**config.mk**
```make
export PLATFORM = sky130hd
export DESIGN_NAME = divider_rate_arbiter
export DESIGN_NICKNAME = d
export VERILOG_FILES = /design/src/rtl/divider_arb_pkg.sv /design/src/rtl/divider_core.sv /design/src/rtl/divider_rate_arbiter.sv
export SDC_FILE = /design/constraint.sdc
export NUM_CORES = 1
export LEC_CHECK = 0
export BUFFER_PORTS_ARGS = -buffer_cell sky130_fd_sc_hd__buf_4
export CAP_MARGIN = 20
export CORE_MARGIN = 1
export CORE_UTILIZATION = 60
export CTS_BUF_LIST = sky130_fd_sc_hd__clkbuf_8
export CTS_CLUSTER_SIZE = 24
export DETAILED_ROUTE_END_ITERATION = 12
export GPL_TIMING_DRIVEN = 0
export PLACE_DENSITY_LB_ADDON = 0.2
export SLEW_MARGIN = 20
export SYNTH_ARGS = -nofsm -noshare
export SYNTH_HDL_FRONTEND = slang
export SYNTH_HIERARCHICAL = 1
export SYNTH_SLANG_ARGS = --single-unit
```
**constraint.sdc**
```tcl
create_clock -name clk_signal_in -period 6.3 [get_ports clk_signal_in]
set_input_delay 1.26 -clock clk_signal_in [delete_from_list [all_inputs] [get_ports clk_signal_in]]
set_output_delay 1.26 -clock clk_signal_in [all_outputs]
set_load 0.02 [all_outputs]
```
**src/rtl/divider_arb_pkg.sv**
```systemverilog
// Shared types and the round-robin picker for the divider rate arbiter.
package divider_arb_pkg;

  typedef enum logic {IDLE = 1'b0, PENDING = 1'b1} arb_state_t;

  localparam int DEF_WIDTH = 32;
  localparam int MAX_REQ   = 8;

  // One-hot of the first set request at or after ptr, wrapping within n requesters.
  function automatic logic [MAX_REQ-1:0] rr_pick(input logic [MAX_REQ-1:0] req,
                                                 input logic [2:0] ptr,
                                                 input int n);
    logic [3:0] idx;
    rr_pick = '0;
    // Walk from the farthest offset down so the nearest hit is written last.
    for (int k = MAX_REQ-1; k >= 0; k--) begin
      idx = 4'(ptr) + 4'(k);
      if (idx >= 4'(n)) idx = idx - 4'(n);
      if (k < n && req[idx[2:0]]) begin
        rr_pick = '0;
        rr_pick[idx[2:0]] = 1'b1;
      end
    end
  endfunction

endpackage

```
**src/rtl/divider_core.sv**
```systemverilog
// Half-period counter: toggles the divided clock and pulses tick at each boundary.
module divider_core #(
  parameter int WIDTH = 32
) (
  input  logic             clk_signal_in,
  input  logic             reset,
  input  logic             enable,
  input  logic             reload,
  input  logic [WIDTH-1:0] active_limit,
  output logic             boundary,
  output logic             tick,
  output logic             clk_signal_out
);

  logic [WIDTH-1:0] r_cnt;

  // Counter starts at 1, so a limit of 0 still fires every cycle.
  assign boundary = enable && (r_cnt >= active_limit);

  always_ff @(posedge clk_signal_in) begin
    if (reset) begin
      r_cnt          <= WIDTH'(1);
      tick           <= 1'b0;
      clk_signal_out <= 1'b0;
    end else if (reload) begin
      r_cnt <= WIDTH'(1);
      tick  <= 1'b0;
    end else if (boundary) begin
      r_cnt          <= WIDTH'(1);
      tick           <= 1'b1;
      clk_signal_out <= ~clk_signal_out;
    end else begin
      if (enable) r_cnt <= r_cnt + WIDTH'(1);
      tick <= 1'b0;
    end
  end

endmodule

```
**src/rtl/divider_rate_arbiter.sv**
```systemverilog
// Round-robin arbitrated clock divider; limits change only at half-period boundaries.
// Define DIVIDER_ARB_IMMEDIATE_EN to let requester 0 override and apply at once.
module divider_rate_arbiter
  import divider_arb_pkg::*;
#(
  parameter int          NUM_REQ       = 4,
  parameter int          WIDTH         = DEF_WIDTH,
  parameter int unsigned DEFAULT_LIMIT = 1136
) (
  input  logic                     clk_signal_in,
  input  logic                     reset,
  input  logic                     enable,
  input  logic [NUM_REQ-1:0]       req,
  input  logic [NUM_REQ*WIDTH-1:0] req_limit,
  output logic [NUM_REQ-1:0]       grant,
  output logic                     busy,
  output logic [WIDTH-1:0]         active_limit,
  output logic                     tick,
  output logic                     clk_signal_out
);

`ifdef DIVIDER_ARB_IMMEDIATE_EN
  localparam bit IMM_EN = 1'b1;
`else
  localparam bit IMM_EN = 1'b0;
`endif

  arb_state_t         r_state, w_state_n;
  logic [2:0]         r_ptr, w_ptr_n;
  logic [WIDTH-1:0]   r_pend, w_pend_n, r_act, w_act_n;
  logic [NUM_REQ-1:0] r_grant, w_grant_n;
  logic               r_busy, w_busy_n, r_imm, w_imm_n;
  logic               w_reload, w_boundary;
  logic [MAX_REQ-1:0] w_pick;
  logic [2:0]         w_idx;

  always_comb begin
    w_pick = rr_pick(MAX_REQ'(req), r_ptr, NUM_REQ);
    if (IMM_EN && req[0]) w_pick = MAX_REQ'(1);
    w_idx = '0;
    for (int i = 0; i < MAX_REQ; i++)
      if (w_pick[i]) w_idx = 3'(i);
  end

  always_comb begin
    w_state_n = r_state;
    w_ptr_n   = r_ptr;
    w_pend_n  = r_pend;
    w_act_n   = r_act;
    w_grant_n = '0;
    w_busy_n  = r_busy;
    w_imm_n   = r_imm;
    w_reload  = 1'b0;
    case (r_state)
      IDLE: if (|req) begin
        w_grant_n = w_pick[NUM_REQ-1:0];
        w_pend_n  = req_limit[w_idx*WIDTH +: WIDTH];
        w_ptr_n   = (int'(w_idx) == NUM_REQ-1) ? 3'd0 : w_idx + 3'd1;
        w_busy_n  = 1'b1;
        w_imm_n   = IMM_EN && (w_idx == 3'd0);
        w_state_n = PENDING;
      end
      PENDING: begin
        // A boundary in the grant cycle must not consume the value just latched.
        if (r_imm || !enable || (w_boundary && r_grant == '0)) begin
          w_act_n   = r_pend;
          w_busy_n  = 1'b0;
          w_imm_n   = 1'b0;
          w_reload  = r_imm;
          w_state_n = IDLE;
        end
      end
      default: w_state_n = IDLE;
    endcase
  end

  always_ff @(posedge clk_signal_in) begin
    if (reset) begin
      r_state <= IDLE;
      r_ptr   <= '0;
      r_pend  <= '0;
      r_act   <= WIDTH'(DEFAULT_LIMIT);
      r_grant <= '0;
      r_busy  <= 1'b0;
      r_imm   <= 1'b0;
    end else begin
      r_state <= w_state_n;
      r_ptr   <= w_ptr_n;
      r_pend  <= w_pend_n;
      r_act   <= w_act_n;
      r_grant <= w_grant_n;
      r_busy  <= w_busy_n;
      r_imm   <= w_imm_n;
    end
  end

  divider_core #(.WIDTH(WIDTH)) u_core (
    .clk_signal_in  (clk_signal_in),
    .reset          (reset),
    .enable         (enable),
    .reload         (w_reload),
    .active_limit   (r_act),
    .boundary       (w_boundary),
    .tick           (tick),
    .clk_signal_out (clk_signal_out)
  );

  assign grant        = r_grant;
  assign busy         = r_busy;
  assign active_limit = r_act;

endmodule

```
# Word-level counts from Yosys, hierarchy flattened
# Index checks and enable logic that the tools add are counted.
# totals
register_bits	108
input_bits	135
out_inout_bits	39
wordCells	101
# op_classes
addsub	9
n_lt_le_gt_ge	13
n_eq_ne	3
shift	1
mux	43
bitwise	4
n_reduce_logical	18
# ops
cell	count
variable part select 128 x 9 -> 32 bit	1
two-way mux 3 bit	11
adder 32 x 1 -> 32 bit (second input constant)	1
>= comparator 32 bit	1
two-way mux 8 bit	4
two-way mux 1 bit	17
less-than comparator 3 x 4 -> 1 bit (second input constant)	4
binary-select mux 1 bit (select 3 bit)	4
demux 1 bit (select 3 bit)	4
>= comparator 3 x 1 -> 1 bit (second input constant)	4
>= comparator 4 x 3 -> 1 bit (second input constant)	3
subtractor 3 bit (second input constant)	4
adder 3 x 2 -> 4 bit (second input constant)	2
AND reduction 2 bit	4
logical AND 1 bit	6
case mux 1 bit (2 select lines)	3
OR reduction 3 bit	2
adder 3 x 1 -> 4 bit (second input constant)	1
zero test 4 bit	1
NOT 1 bit	4
OR reduction 4 bit	1
adder 3 x 1 -> 3 bit (second input constant)	1
== test 3 bit (second input constant)	1
>= comparator 3 bit (second input constant)	1
5 further kinds	6

# Logic depth before layout (Yosys ltp)
# logic_depth
word_depth	20
ltp_mapped	15
ltp_nobuf	12

# By module
# The synthesis kept the hierarchy.
# by_module_without_submodules
module	instances	cells_per_inst	area_each_um2	seq_area_each_um2
divider_rate_arbiter	1	509	4207.8	1461.4
divider_core	1	299	2601.2	680.7

# Least setup slack after synthesis
# Ideal clock, no wire load.
# synth_timing
path_kind	in2reg
startpoint	in req[0]
endpoint	reg r_ptr[1]
setup_time_ns	0.128
arrival_ns	3.289
required_ns	6.172
slack_ns	2.883
path_stages	10
n_path_buf	2
cell_sequence	buf_2 -> mux4_2 -> or3_4 -> a32o_1 -> buf_2 -> nand3_1 -> nand3_1 -> ha_1 -> a21oi_1 -> nor2_1
# synth_via
elab_chain_len	15
elab_cells_between_ends	24
classes_between	add/sub (1); eq/ne (1); mux (20); reduce/logical (2)
# synth_rtl
element	line	source
start, declared	divider_rate_arbiter.sv:13	input logic [NUM_REQ-1:0] req,
binary-select mux 1 bit (select 3 bit)	divider_arb_pkg.sv:19	if (k < n && req[idx[2:0]]) begin
two-way mux 1 bit (implied by the code)	divider_arb_pkg.sv:19	
two-way mux 8 bit (4 in series)	divider_arb_pkg.sv:19	
two-way mux 1 bit	divider_rate_arbiter.sv:42	if (w_pick[i]) w_idx = 3'(i);
two-way mux 3 bit (6 in series)	divider_rate_arbiter.sv:42	
adder 3 x 1 -> 3 bit or == test 3 bit (tied branches)	divider_rate_arbiter.sv:58	w_ptr_n = (int'(w_idx) == NUM_REQ-1) ? 3'd0 : w_idx + 3'd1;
two-way mux 3 bit	divider_rate_arbiter.sv:58	
end signal, assigned	divider_rate_arbiter.sv:88	r_ptr <= w_ptr_n;
end, declared	divider_rate_arbiter.sv:29	logic [2:0] r_ptr, w_ptr_n;
# Several ways; a longest one is shown, not always the timed one. The select of a mux whose other input is x is not followed.
# A chain may end at the register's enable or synchronous reset.

# Worst setup path after layout
# layout_timing
startpoint	reg r_ptr[0]
endpoint	reg r_pend[26]
# layout_via
elab_chain_len	19
elab_cells_between_ends	55
classes_between	add/sub (7); order compare (12); shift (1); mux (31); reduce/logical (4)
# layout_rtl
element	line	source
adder 3 x 2 -> 4 bit	divider_arb_pkg.sv:17	idx = 4'(ptr) + 4'(k);
>= comparator 4 x 3 -> 1 bit or subtractor 3 bit (tied branches)	divider_arb_pkg.sv:18	if (idx >= 4'(n)) idx = idx - 4'(n);
two-way mux 3 bit	divider_arb_pkg.sv:18	
less-than comparator 3 x 4 -> 1 bit (implied by the code) or >= comparator 3 x 1 -> 1 bit (tied branches)	divider_arb_pkg.sv:21	rr_pick[idx[2:0]] = 1'b1;
logical AND 1 bit (implied by the code)	divider_arb_pkg.sv:21	
two-way mux 1 bit (implied by the code)	divider_arb_pkg.sv:21	
demux 1 bit (select 3 bit)	divider_arb_pkg.sv:21	
two-way mux 8 bit (3 in series)	divider_arb_pkg.sv:19	
two-way mux 8 bit (*)	divider_arb_pkg.sv:19	
two-way mux 1 bit	divider_rate_arbiter.sv:42	
two-way mux 3 bit (5 in series)	divider_rate_arbiter.sv:42	
two-way mux 3 bit (*)	divider_rate_arbiter.sv:42	
variable part select 128 x 9 -> 32 bit (*)	divider_rate_arbiter.sv:57	w_pend_n = req_limit[w_idx*WIDTH +: WIDTH];
end signal, assigned	divider_rate_arbiter.sv:89	r_pend <= w_pend_n;
end, declared	divider_rate_arbiter.sv:30	logic [WIDTH-1:0] r_pend, w_pend_n, r_act, w_act_n;
# Mark *: on every way between the ends. The rest lies on a longest branch, timed or not. The select of a mux whose other input is x is not followed.

==> results by group <==
Timing
  • Final number of max-transition violations: 0
  • Worst Tran Pin Value: roughly 0.90 ns
  • Slew headroom: 0.393
  • Fmax: approximately 270 MHz
  • Skew final: 0.0130 ns
  • Setup_tns: 0 ns
  • Final period utilization: 0.592
  • RSZ-0062 raised after global routing: no
  • Clock period minus worst slack: around 3.7 ns
  • Final hold vios: 0
  • Final setup fails: 0

Synth
  • Post-synthesis cell area: slightly below 7000 sq um
  • Largest area contributor in the netlist: dfxtp_1
  • Post-synth top flop: dfxtp_1
  • Asr flop ratio synth: 0
  • Ys Warns: 6
  • Share of the synthesized area in the top cell type: 0.315
  • Post-synth EDFFs: 0
  • Synthesized net count: 980
  • Synth cell types: 65
  • Cell count after synthesis: 808
  • Post-synthesis sequential area ratio: 0.315
  • Mean Syn Cell Area: 8.43 sq um
  • Synth top area cells: dfxtp_1 31%, ha_1 6.8%, a21oi_1 6.0%, nand2_1 5.6%, o31ai_2 5.1%
  • Synthesized flop and latch total: 107

Clock network
  • Number of buffers created by CTS: 9
  • Clk root buf: clkbuf_8
  • Post-cts sizing count: 0
  • Clk buf depth: 2
  • Post-CTS Setup Inserts: 0
  • CTS tree: built
  • Worst-Skew Late Latency: about 0.38 ns
  • CTS Sinks: approximately 110
  • # H-tree levels: 3
  • CTS clk-pin slew, worst paths: 0.10 ns
  • Cts hold-fix bufs: 0

Route
  • Initial DRT Pass Iterations: 5
  • DR vias/cell: about 6.3
  • Final wirelength: around 21000 um
  • Routed length per instance: 18.5 um
  • Post-route DRC violation count: 0
  • Routed Antenna Nets: 0
  • Initial drt markers: about 500
  • Via count: between 7000 and 8000

Run
  • Number of max-cap violations: 0

Placed design
  • Port bufs: 170
  • Post-DP HPWL: 16400 um
  • RD Place Congestion: about 0.96
  • Area after DPL: slightly above 8000 sq um

Critical path
  • Worst Path Required: 6.59 ns
  • Arrival @ worst endpoint: between 4 and 5 ns
  • Startpoint types: flip-flop
  • Worst-path fanout max: 10
  • Crit Path Class: reg2reg
  • Worst Setup End Kind: flip-flop

Die
  • Die Ht: 109 um
  • Boundary pin count: around 170
  • Die area: roughly 12000 sq um
  • Core area: 10900 sq um
  • Chip width: roughly 110 um
  • Starting density of the core: 0.623
  • Number of core rows: 38

Pwr
  • Peak supply drop: 0.222 mV
  • Leakage: 3.29 nW
  • Pwr Density: ~290 nW/um^2
  • Pwr Total: ~2.4 mW

Final layout
  • Footprint of the multi-input gates: about 4200 sq um
  • Fin area: about 8400 sq um
  • Layout cell share with drive strength beyond 1: 0.285
  • Reg area: ~2100 sq um
  • Net count, final: 1161
  • Fill count: approximately 850
  • Synthesis-to-layout area growth: 23.9%
  • Most frequent cells in the layout: 173 x buf_4, 107 x dfxtp_1, 101 x nand2_1
  • Ant diodes: 0
  • Commonest non-fill, non-tap cell in the layout: buf_4

Min path
  • Worst hold path type: reg2reg

Global routing
  • Vias in the first global route: 6746
  • Largest net degree at the start of global routing: 17
  • Grt total ovfl: 0
  • GRT Total Usage: 0.364
  • First-pass GRT wire length: ~33000 um
  • Initial antenna violation count: 0

Status
  • Status: finished clean
logic make-up (layout without fill, tap and decap cells):
logic type / Yosys count / in the layout / share of synthesized area
and+or+nand+nor: 278 / 278 / 0.230
AOI/OAI and AO/OA: 249 / 249 / 0.268
DFF: 107 / 107 / 0.315
buffers and inverters: 101 / 286 / 0.0696
adders and majority gates: 37 / 37 / 0.0680
xor gates and xnor gates: 28 / 28 / 0.0360
muxes: 7 / 7 / 0.0130
other: 1 / 1 / 0.000551
routing by layer:
| layer | vias to the layer above | GRT usage | wire (um) | part of all wire |
|---|---|---|---|---|
| met4 | 0 | 0.138 | 691 | 0.033 |
| met3 | 64 | 0.0868 | 1640 | 0.078 |
| met1 | 3340 | 0.432 | 8380 | 0.40 |
| li1 | 3358 | - | - | - |
| met5 | - | 0 | 0 | 0 |
| met2 | 341 | 0.632 | 10300 | 0.49 |
synth_stat cells (28+ instances only):
| cell | n |
|---|---|
| inv_1 | 39 |
| nor2_1 | 31 |
| dfxtp_1 | 107 |
| nor4_1 | 35 |
| clkbuf_1 | 31 |
| nand2_1 | 101 |
| a22o_1 | 33 |
| o31ai_2 | 28 |
| a211oi_1 | 33 |
| ha_1 | 37 |
| a21oi_1 | 82 |
| o21ai_1 | 28 |
final cells by class:
class	instances	area share
Multi-Input combinational cell	600	0.497
Clock inverter	4	0.00326
Inverter	40	0.0178
Timing Repair Buffer	170	0.151
Tap cell	140	0.0208
Buffer	61	0.0384
Clock buffer	11	0.0179
Sequential cell	107	0.254
flip-flops by register name, indices dropped and copies added (netlist names):
signal	count
u_core/tick	1
u_core/r_cnt	32
grant	4
r_pend	32
r_state	1
r_ptr	3
active_limit	32
u_core/clk_signal_out	1
busy	1
critical path: stages (launching register included):
cell      delay [ns]
dfxtp_1         0.43
buf_2           0.24
buf_4           0.22
inv_2           0.09
ha_1            0.28
buf_2           0.21
mux2_2          0.40
a221oi_1        0.28
nor2_1          0.10
a31oi_1         0.59
clkbuf_1        0.44
nor4_1          0.13
o31ai_2         0.23
where the power goes:
group / switching, mW / internal, mW / leakage, nW
Clock: 0.239 / 0.163 / 0.0888
Combinational: 0.674 / 0.438 / 2.33
Sequential: 0.0949 / 0.796 / 0.873
path summary, 6_finish.rpt:
check / from / to / slack [ns] / cells past startpoint
worst max register to register: r_ptr[0]$_SDFFE_PP0P_ / r_pend[26]$_SDFFE_PP0P_ / 2.57 / 12
worst max-delay path: r_ptr[0]$_SDFFE_PP0P_ / r_pend[26]$_SDFFE_PP0P_ / 2.57 / 12
worst min register to register: r_pend[0]$_SDFFE_PP0P_ / active_limit[0]$_SDFFE_PP0P_ / 0.46 / 2
worst min-delay path: r_pend[0]$_SDFFE_PP0P_ / active_limit[0]$_SDFFE_PP0P_ / 0.46 / 2
stage by stage:
| stage | hold slack [ns] | instances | setup slack [ns] | util |
|---|---|---|---|---|
| 3_3_place_gp | 0.443 | 1118 | 2.64 | 0.755 |
| 2_1_floorplan | 0.432 | 808 | 2.88 | - |
| 3_5_place_dp | 0.446 | 1118 | 2.62 | 0.755 |
| 4_1_cts | 0.455 | 1133 | 2.69 | 0.772 |
| 6_report | 0.462 | 1133 | 2.57 | 0.772 |
| 5_1_grt | 0.486 | 1133 | 2.45 | 0.772 |
No activity file was read; power rests on OpenSTA's default activity.
